[src/rtl/seg7_scan_decoder_pkg.sv]
// Shared 7-segment definitions: legal active-low patterns, blank code and the
// pattern-to-nibble decode used by both the encoder and the scan decoder.
package seg7_pkg;

    localparam logic [6:0] SEG_BLANK = 7'b111_1111;

    // Index of each entry is the hex nibble it displays (bit6=g ... bit0=a)
    localparam logic [6:0] SEG_TABLE [16] = '{
        7'b100_0000, 7'b111_1001, 7'b010_0100, 7'b011_0000,
        7'b001_1001, 7'b001_0010, 7'b000_0010, 7'b111_1000,
        7'b000_0000, 7'b001_0000, 7'b000_1000, 7'b000_0011,
        7'b100_0110, 7'b010_0001, 7'b000_0110, 7'b000_1110
    };

    typedef struct packed {
        logic       legal;
        logic       blank;
        logic [3:0] nibble;
    } seg7_dec_t;

    function automatic seg7_dec_t seg7_decode(input logic [6:0] seg_n);
        seg7_dec_t r;
        r.legal  = 1'b0;
        r.blank  = (seg_n == SEG_BLANK);
        r.nibble = 4'h0;
        for (int i = 0; i < 16; i++) begin
            r.legal  = r.legal | (seg_n == SEG_TABLE[i]);
            r.nibble = (seg_n == SEG_TABLE[i]) ? 4'(i) : r.nibble;
        end
        return r;
    endfunction

endpackage

[src/rtl/seg7_scan_decoder_if.sv]
// Decoded-result stream: one beat per accepted non-blank pattern, valid/ready handshake.
interface seg7_scan_decoder_if #(
    parameter int IW = 3
);
    logic          out_valid;
    logic          out_ready;
    logic [IW-1:0] out_digit;
    logic [3:0]    out_nibble;
    logic          out_err;

    modport master (output out_valid, output out_digit, output out_nibble, output out_err,
                    input  out_ready);
    modport slave  (input  out_valid, input  out_digit, input  out_nibble, input  out_err,
                    output out_ready);
endinterface

[src/rtl/seg7_scan_decoder_filter.sv]
// Stability filter: a {segment, strobe} sample must repeat for STABLE_CYCLES edges with a
// one-hot strobe before it produces a single accept pulse; any change re-arms it.
module seg7_stability_filter #(
    parameter int NDIGITS       = 6,
    parameter int STABLE_CYCLES = 4,
    parameter int IW            = 3
) (
    input  logic               clk,
    input  logic               reset_n,
    input  logic [6:0]         seg_n_i,
    input  logic [NDIGITS-1:0] dig_sel_i,
    output logic               accept_o,
    output logic [IW-1:0]      idx_o
);
    import seg7_pkg::*;

    localparam int CW = $clog2(STABLE_CYCLES + 1);

    logic [6:0]         prev_seg_q;
    logic [NDIGITS-1:0] prev_sel_q;
    logic [CW-1:0]      cnt_q;
    logic [CW-1:0]      cnt_d;
    logic               onehot_s;
    logic               same_s;
    logic [IW-1:0]      idx_s;

    // Stability qualification, saturating count and strobe-to-index conversion
    always_comb begin
        onehot_s = (dig_sel_i != '0) && ((dig_sel_i & (dig_sel_i - NDIGITS'(1))) == '0);
        same_s   = (seg_n_i == prev_seg_q) && (dig_sel_i == prev_sel_q);
        cnt_d    = '0;
        if (same_s && onehot_s) begin
            cnt_d = (cnt_q == CW'(STABLE_CYCLES)) ? cnt_q : cnt_q + CW'(1);
        end else begin
            cnt_d = '0;
        end
        idx_s = '0;
        for (int i = 0; i < NDIGITS; i++) begin
            idx_s = dig_sel_i[i] ? IW'(i) : idx_s;
        end
    end

    // Fires only on the transition into saturation, so a long hold yields one pulse
    assign accept_o = same_s && onehot_s && (cnt_q == CW'(STABLE_CYCLES - 1));
    assign idx_o    = idx_s;

    // Sample history and stability counter
    always_ff @(posedge clk or negedge reset_n) begin
        if (!reset_n) begin
            prev_seg_q <= SEG_BLANK;
            prev_sel_q <= '0;
            cnt_q      <= '0;
        end else begin
            prev_seg_q <= seg_n_i;
            prev_sel_q <= dig_sel_i;
            cnt_q      <= cnt_d;
        end
    end

endmodule

[src/rtl/seg7_scan_decoder.sv]
// Captures a multiplexed active-low 7-segment bus, decodes stable patterns to nibbles and
// publishes them on a one-deep valid/ready stream plus a per-digit register file.
module seg7_scan_decoder #(
    parameter int NDIGITS       = 6,
    parameter int STABLE_CYCLES = 4
) (
    input  logic                 clk,
    input  logic                 reset_n,
    input  logic [6:0]           seg_n,
    input  logic [NDIGITS-1:0]   dig_sel,
    seg7_scan_decoder_if.master  strm,
    output logic [4*NDIGITS-1:0] digit_vals,
    output logic [NDIGITS-1:0]   digit_errs,
    output logic [NDIGITS-1:0]   digit_blank,
    output logic                 overflow
);
    import seg7_pkg::*;

    localparam int IW = (NDIGITS > 1) ? $clog2(NDIGITS) : 1;

    logic                 accept_s;
    logic [IW-1:0]        idx_s;
    seg7_dec_t            dec_s;
    logic                 pop_s;

    logic [4*NDIGITS-1:0] vals_q,  vals_d;
    logic [NDIGITS-1:0]   errs_q,  errs_d;
    logic [NDIGITS-1:0]   blank_q, blank_d;
    logic                 valid_q, valid_d;
    logic [IW-1:0]        digit_q, digit_d;
    logic [3:0]           nibble_q, nibble_d;
    logic                 err_q,   err_d;
    logic                 ovf_q,   ovf_d;

    seg7_stability_filter #(
        .NDIGITS       (NDIGITS),
        .STABLE_CYCLES (STABLE_CYCLES),
        .IW            (IW)
    ) u_filter (
        .clk       (clk),
        .reset_n   (reset_n),
        .seg_n_i   (seg_n),
        .dig_sel_i (dig_sel),
        .accept_o  (accept_s),
        .idx_o     (idx_s)
    );

    assign dec_s = seg7_decode(seg_n);

    // Register-file update and stream load; dig_sel is one-hot whenever accept_s is high
    always_comb begin
        pop_s    = valid_q & strm.out_ready;
        vals_d   = vals_q;
        errs_d   = errs_q;
        blank_d  = blank_q;
        valid_d  = valid_q & ~pop_s;
        digit_d  = digit_q;
        nibble_d = nibble_q;
        err_d    = err_q;
        ovf_d    = ovf_q;
        if (accept_s && dec_s.blank) begin
            blank_d = blank_q | dig_sel;
        end else if (accept_s) begin
            for (int i = 0; i < NDIGITS; i++) begin
                vals_d[4*i +: 4] = dig_sel[i] ? (dec_s.legal ? dec_s.nibble : 4'h0)
                                              : vals_q[4*i +: 4];
            end
            errs_d  = (errs_q & ~dig_sel) | (dig_sel & {NDIGITS{~dec_s.legal}});
            blank_d = blank_q & ~dig_sel;
            if (!valid_q || pop_s) begin
                valid_d  = 1'b1;
                digit_d  = idx_s;
                nibble_d = dec_s.legal ? dec_s.nibble : 4'h0;
                err_d    = ~dec_s.legal;
            end else begin
                ovf_d = 1'b1;
            end
        end else begin
            ovf_d = ovf_q;
        end
    end

    // State registers; a reset drops any pending stream beat
    always_ff @(posedge clk or negedge reset_n) begin
        if (!reset_n) begin
            vals_q   <= '0;
            errs_q   <= '0;
            blank_q  <= '1;
            valid_q  <= 1'b0;
            digit_q  <= '0;
            nibble_q <= 4'h0;
            err_q    <= 1'b0;
            ovf_q    <= 1'b0;
        end else begin
            vals_q   <= vals_d;
            errs_q   <= errs_d;
            blank_q  <= blank_d;
            valid_q  <= valid_d;
            digit_q  <= digit_d;
            nibble_q <= nibble_d;
            err_q    <= err_d;
            ovf_q    <= ovf_d;
        end
    end

    assign strm.out_valid  = valid_q;
    assign strm.out_digit  = digit_q;
    assign strm.out_nibble = nibble_q;
    assign strm.out_err    = err_q;
    assign digit_vals      = vals_q;
    assign digit_errs      = errs_q;
    assign digit_blank     = blank_q;
    assign overflow        = ovf_q;

endmodule

[src/flat_wrapper.sv]
// flat-port wrapper written by rule: the top's interface ports become plain ports
module seg7_scan_decoder_flat import seg7_pkg::*;
#(
    parameter int NDIGITS       = 6,
    parameter int STABLE_CYCLES = 4
)
  (clk, reset_n, seg_n, dig_sel, digit_vals, digit_errs, digit_blank, overflow, strm_out_valid, strm_out_digit, strm_out_nibble, strm_out_err, strm_out_ready);
  seg7_scan_decoder_if #(.IW((3))) strm_i ();
  input  logic clk;
  input  logic reset_n;
  input  logic [6:0] seg_n;
  input  logic [NDIGITS-1:0] dig_sel;
  output logic [4*NDIGITS-1:0] digit_vals;
  output logic [NDIGITS-1:0] digit_errs;
  output logic [NDIGITS-1:0] digit_blank;
  output logic overflow;
  output wire logic [$bits(strm_i.out_valid)-1:0] strm_out_valid;
  output wire logic [$bits(strm_i.out_digit)-1:0] strm_out_digit;
  output wire logic [$bits(strm_i.out_nibble)-1:0] strm_out_nibble;
  output wire logic [$bits(strm_i.out_err)-1:0] strm_out_err;
  input wire logic [$bits(strm_i.out_ready)-1:0] strm_out_ready;
  assign strm_out_valid = strm_i.out_valid;
  assign strm_out_digit = strm_i.out_digit;
  assign strm_out_nibble = strm_i.out_nibble;
  assign strm_out_err = strm_i.out_err;
  assign strm_i.out_ready = strm_out_ready;
  seg7_scan_decoder #(.NDIGITS(NDIGITS), .STABLE_CYCLES(STABLE_CYCLES)) u_core (.clk(clk), .reset_n(reset_n), .seg_n(seg_n), .dig_sel(dig_sel), .strm(strm_i), .digit_vals(digit_vals), .digit_errs(digit_errs), .digit_blank(digit_blank), .overflow(overflow));
endmodule
[config.mk]
export PLATFORM = sky130hd
export DESIGN_NAME = seg7_scan_decoder_flat
export DESIGN_NICKNAME = d
export VERILOG_FILES = /design/src/rtl/seg7_scan_decoder_pkg.sv /design/src/rtl/seg7_scan_decoder_if.sv /design/src/rtl/seg7_scan_decoder_filter.sv /design/src/rtl/seg7_scan_decoder.sv /design/src/flat_wrapper.sv
export SDC_FILE = /design/constraint.sdc
export NUM_CORES = 1
export LEC_CHECK = 0
export CAP_MARGIN = 20
export CORE_MARGIN = 1.5
export CORE_UTILIZATION = 46
export DETAILED_ROUTE_END_ITERATION = 6
export PLACE_DENSITY = 0.87
export SETUP_SLACK_MARGIN = 0.3
export SYNTH_ARGS = -nofsm -noshare
export SYNTH_HDL_FRONTEND = slang
export SYNTH_SLANG_ARGS = --single-unit
[constraint.sdc]
create_clock -name clk -period 2.17 [get_ports clk]
set_clock_uncertainty 0.05 [all_clocks]
set_input_delay 0.651 -clock clk [delete_from_list [all_inputs] [get_ports clk]]
set_output_delay 0.651 -clock clk [all_outputs]
set_load 0.01 [all_outputs]
Word level (Yosys, flattened, before mapping):

Index checks and enable logic that the tools add are counted.
W data, S select, Z words.

* input port bits: 16
* logic and storage cells: 115
* bits in registers: 62
* output and inout port bits: 46

* $add $sub $neg: 2
* bitwise operators: 28
* mux-type cells: 28
* equality and inequality tests: 21
* reductions and logical operators: 20

Operator list (count)
* $mux W4: 15
* $eq A7 B7 Y1 const B: 5
* $and A6 B6 Y6: 4
* $reduce_and A3 Y1: 8
* $eq A7 B5 Y1 const B: 3
* $eq A7 B6 Y1 const B: 3
* $or A1 B1 Y1: 15
* $eq A7 B2 Y1 const B: 2
* $eq A7 B4 Y1 const B: 2
* $mux W3: 4
* $mux W6: 2
* $or A6 B6 Y6: 2
* $eq A7 B3 Y1 const B: 1
* $eq A7 B7 Y1: 1
* $logic_not A7 Y1: 1
* $eq A6 B6 Y1: 1
* $logic_not A6 Y1: 1
* $not A6 Y6: 1
* $reduce_bool A6 Y1: 1
* $sub A6 B1 Y6 const B: 1
* $logic_and A1 B1 Y1: 5
* $mux W1: 5
* $mux W2: 2
* $not A1 Y1: 4
* other kinds (9): 10

Depth between registers and ports, before layout:

* word-level depth: 19
* gate-level depth with buffers: 7
* mapped depth without buffers: 6

Hierarchy:

A second synthesis with hierarchy kept.

* cells, all modules: 267
* area, all modules: 2920.3 sq um

Modules (own cells, without submodules)
* seg7_scan_decoder: area each 2190.9 sq um, cells an instance 207, instances 1
* seg7_stability_filter: area each 729.4 sq um, cells an instance 60, instances 1

Worst setup path after synthesis:

No wires, ideal clock.

* path type: input -> register
* start: input port dig_sel[3]
* end: register u_core.digit_q[0], in the netlist u_core.strm.out_digit[0]
* cell stages on the path: 7
* arrival: 2.650 ns
* path slack: -0.655 ns
* required time: 1.995 ns
* cells stage by stage: buf_2 and3b_1 o22ai_1 or4_1 buf_4 nor4_4 mux2_2

* longest elaborated chain between the ends: 9

RTL lines
* start, declared: RTL line flat_wrapper.sv:12 `input logic [NDIGITS-1:0] dig_sel;`
* $sub A6 B1 Y6: RTL line seg7_scan_decoder_filter.sv:29 `onehot_s = (dig_sel_i != '0) && ((dig_sel_i & (dig_sel_i - NDIGITS'(1))) == '0);`
* $and A6 B6 Y6: RTL line seg7_scan_decoder_filter.sv:29
* $logic_not A6 Y1: RTL line seg7_scan_decoder_filter.sv:29
* $logic_and A1 B1 Y1: RTL line seg7_scan_decoder_filter.sv:29
* $logic_and A1 B1 Y1 (2 in series): RTL line seg7_scan_decoder_filter.sv:44 `assign accept_o = same_s && onehot_s && (cnt_q == CW'(STABLE_CYCLES - 1));`
* $logic_and A1 B1 Y1: RTL line seg7_scan_decoder.sv:61 `if (accept_s && dec_s.blank) begin`
* $not A1 Y1 (no line)
* $reduce_and A3 Y1 (no line)
* end signal, assigned: RTL line seg7_scan_decoder.sv:99 `digit_q <= digit_d;`
* end, declared: RTL line seg7_scan_decoder.sv:30 `logic [IW-1:0] digit_q, digit_d;`

Parallel ways exist; a longest one is shown, timed or not.
A chain may end at the register's enable or synchronous reset.

==> flow_summary_export.csv <==
group,metric,value,unit
power_and_ir_drop,p_leak,2.44,nW
synthesis,avgSynthCellArea,12.1,sq um
placed_design,dpl_cell_area,4270,sq um
route,via_count,2717,
sta,timing.final.ws_setup,-0.220,ns
setup_path,path_delay_family,"simple AND/OR/NAND/NOR gates",
route,firstDrtPassIters,4,
global_routing,antenna_found_initial,0,
finish,final_cell_mix,"dfrtp_1, buf_4, dlygate4sd2_1",
power_and_ir_drop,irDropWorstVdd,444,uV
clock_tree,cts.sinks,62,
setup_path,critPathKind,"in -> reg",
route,remaining_drc_errors,0,
run,maxCapViolCount,0,
synthesis,yosysWarnings,0,
synthesis,synth-main-ff-cell,"dfrtp_1",
clock_tree,clk_pin_slew_worst_paths,0.08,ns
synthesis,synth_edf_count,0,
sta,slew_viol_final,0,
synthesis,ys_seq_elements,62,
synthesis,synth.distinct_cells,50,
die,initial_core_util,47.7,%
finish,final_common_cell,"dfrtp_1",
clock_tree,clockBufferDepth,2,
setup_path,cp_common_cell,"buf_6",
setup_path,slowest_delay,0.56,ns
global_routing,grt_max_degree,25,
finish,area_growth,59.9,%
synthesis,syn_inst,252,
global_routing,grt_usage,26.6,%
route,wire_per_inst,20.7,microns
sta,finalSetupTns,-5.81,ns
setup_path,cp-end-kind,"register",
clock_tree,clkLatencyLatePin,0.35,ns
clock_tree,clockRootBuffer,"clkbuf_8",
route,wirelength,9690,microns
sta,clock.fmax,418,MHz
finish,finalNetCount,405,
sta,fin_crit,2.39,ns
setup_path,rrSetupSlack,-0.18,ns
setup_path,startpoint_type,"input port",
hold_path,hold_path_class,"in -> async",
die,core_region_area,6390,sq um
synthesis,synth_top_cell_by_area,"dfrtp_1",
sta,hold_viol,0,
finish,antennaDiodeCount,0,
synthesis,seq_area_frac_synth,51.5,%
finish,fin_util,76.3,%
synthesis,synth_area_leaders,"dfrtp_1, mux2_2, dfstp_2",
setup_path,r2r_cells,8,
synthesis,synth.cell_area,3050,sq um
sta,finalSetupViolCount,40,
die,fp-row-count,29,
setup_path,slowest_stage,"or4_4",
route,via_per_inst,5.81,
placed_design,gp_congestion,0.879,
sta,rsz0062_at_grt,"yes",
sta,slew_headroom,69.8,%
die,die_w,84.4,microns
global_routing,gr-total-overflow,0,
finish,layout-drive-gt1-share,50.1,%
clock_tree,cts_max_level,3,
finish,fill_cells,356,
sta,tightest_slew,0.453,ns
power_and_ir_drop,power.density,532,nW/um^2
setup_path,worst-path-buf-inv,4,
run_status,outcome,"finished with violations",
synthesis,async_flop_share,100,%
die,die_area,7120,sq um
global_routing,first_global_vias,2805,
placed_design,dp_hpwl,5760,microns
global_routing,grt_pass1_wl,14500,microns
clock_tree,cts_tree,"done",
synthesis,syn_nets,271,
sta,period_share,110,%
setup_path,critPathMaxFanout,7,
power_and_ir_drop,total_power,0.00259,W
setup_path,cp.arrival,2.57,ns
route,drtAntennaViolNets,0,
setup_path,r2r_start,"u_core.u_filter.prev_seg_q[1]",
die,die_y,84.4,microns
finish,final_area,4870,sq um
setup_path,worstPathCellList,"buf_8 -> and3b_1 -> o22ai_2 -> or4_4 -> buf_12 -> buf_6 -> nor4_4 -> buf_6 -> mux2_4",
synthesis,synth_top_area_share,40.3,%
run_status,violations,"setup timing",
clock_tree,cts_buffers,9,
placed_design,io_buffers,61,
setup_path,crit_required,2.35,ns
route,drt_first_iter_violations,154,
die,ios,62,
-- per-stage QoR --
stage,instances,worst slack [ns],hold slack [ns]
2_1_floorplan,252,-0.542,0.305
3_3_place_gp,430,-0.964,0.415
3_5_place_dp,430,-1.04,0.431
4_1_cts,460,-0.166,0.194
5_1_grt,468,-0.235,0.210
6_report,468,-0.220,0.182
-- worst max path at each step --
| stage | cells past startpoint | to | startpoint | slack, ns |
|---|---|---|---|---|
| after global routing | 8 | register | u_core.u_filter.prev_seg_q[1] | -0.24 |
| after detailed placement | 8 | u_core.digit_vals[2] | dig_sel[2] | -1.04 |
| final | 9 | register | dig_sel[3] | -0.22 |
| after CTS | 7 | u_core.digit_vals[2] | u_core.u_filter.prev_seg_q[1] | -0.17 |
| after global placement | 8 | u_core.strm.out_nibble[1] | dig_sel[2] | -0.96 |
| after floorplan | 7 | register | dig_sel[3] | -0.54 |
-- synth_stat cells (all sizes together), types with 2 or more instances --
master / number
nor3: 2
and3b: 4
buf: 3
o21ai: 5
and2: 7
o21bai: 2
o22ai: 3
xnor2: 2
nor3b: 4
dfstp: 13
xor2: 12
nand3b: 3
nand4: 2
clkbuf: 10
nand2b: 3
nand2: 14
mux2: 36
nor4: 13
o2111ai: 2
a41oi: 6
dfrtp: 49
ha: 3
nor2: 14
mux2i: 3
nand3: 6
a21oi: 4
inv: 9
-- cell type report --
class                      instances  area (sq um)  share of cell area [%]
clock buffer                      10           128                    2.62
clock inverter                     6          86.3                    1.77
inverter                           9          33.8                   0.694
multi-input combinational        168          1700                    35.0
sequential                        62          1570                    32.2
tap                               77          96.3                    1.98
timing repair buffer             136          1260                    25.8
-- kinds of logic after synthesis --
| group | share of synthesized area, % |
|---|---|
| AND/OR/NAND/NOR | 18.4 |
| adder cells (fa/ha/maj) | 1.56 |
| XOR/XNOR | 4.03 |
| multiplexers | 14.3 |
| buffers and inverters | 2.88 |
| flip-flops | 51.5 |
| AO/OA/AOI/OAI | 7.31 |
-- where the power goes --
part / switching (W) / total [W] / internal [W]
registers: 0.00000743 / 0.00118 / 0.00117
logic: 0.000162 / 0.000288 / 0.000126
clock network: 0.000478 / 0.00112 / 0.000645
-- repair_timing --
item | in CTS | in global routing
buffers inserted | 14 | 8
hold buffers | 0 | 0
resized for setup | 143 | 34
pin swaps | 23 | 13
setup endpoints to repair | 95 | 52
-- metal layers --
layer / share of wire, % / GRT usage [%] / up-vias / wire length (microns)
met4: 3.5 / 11.9 / 0 / 336
met3: 5.3 / 6.69 / 35 / 509
met1: 40 / 32.4 / 1389 / 3920
met5: 0 / 0 / - / 0
met2: 51 / 44.9 / 112 / 4920
li1: - / - / 1181 / -
Note: power is estimated with default switching activity, not from simulation.
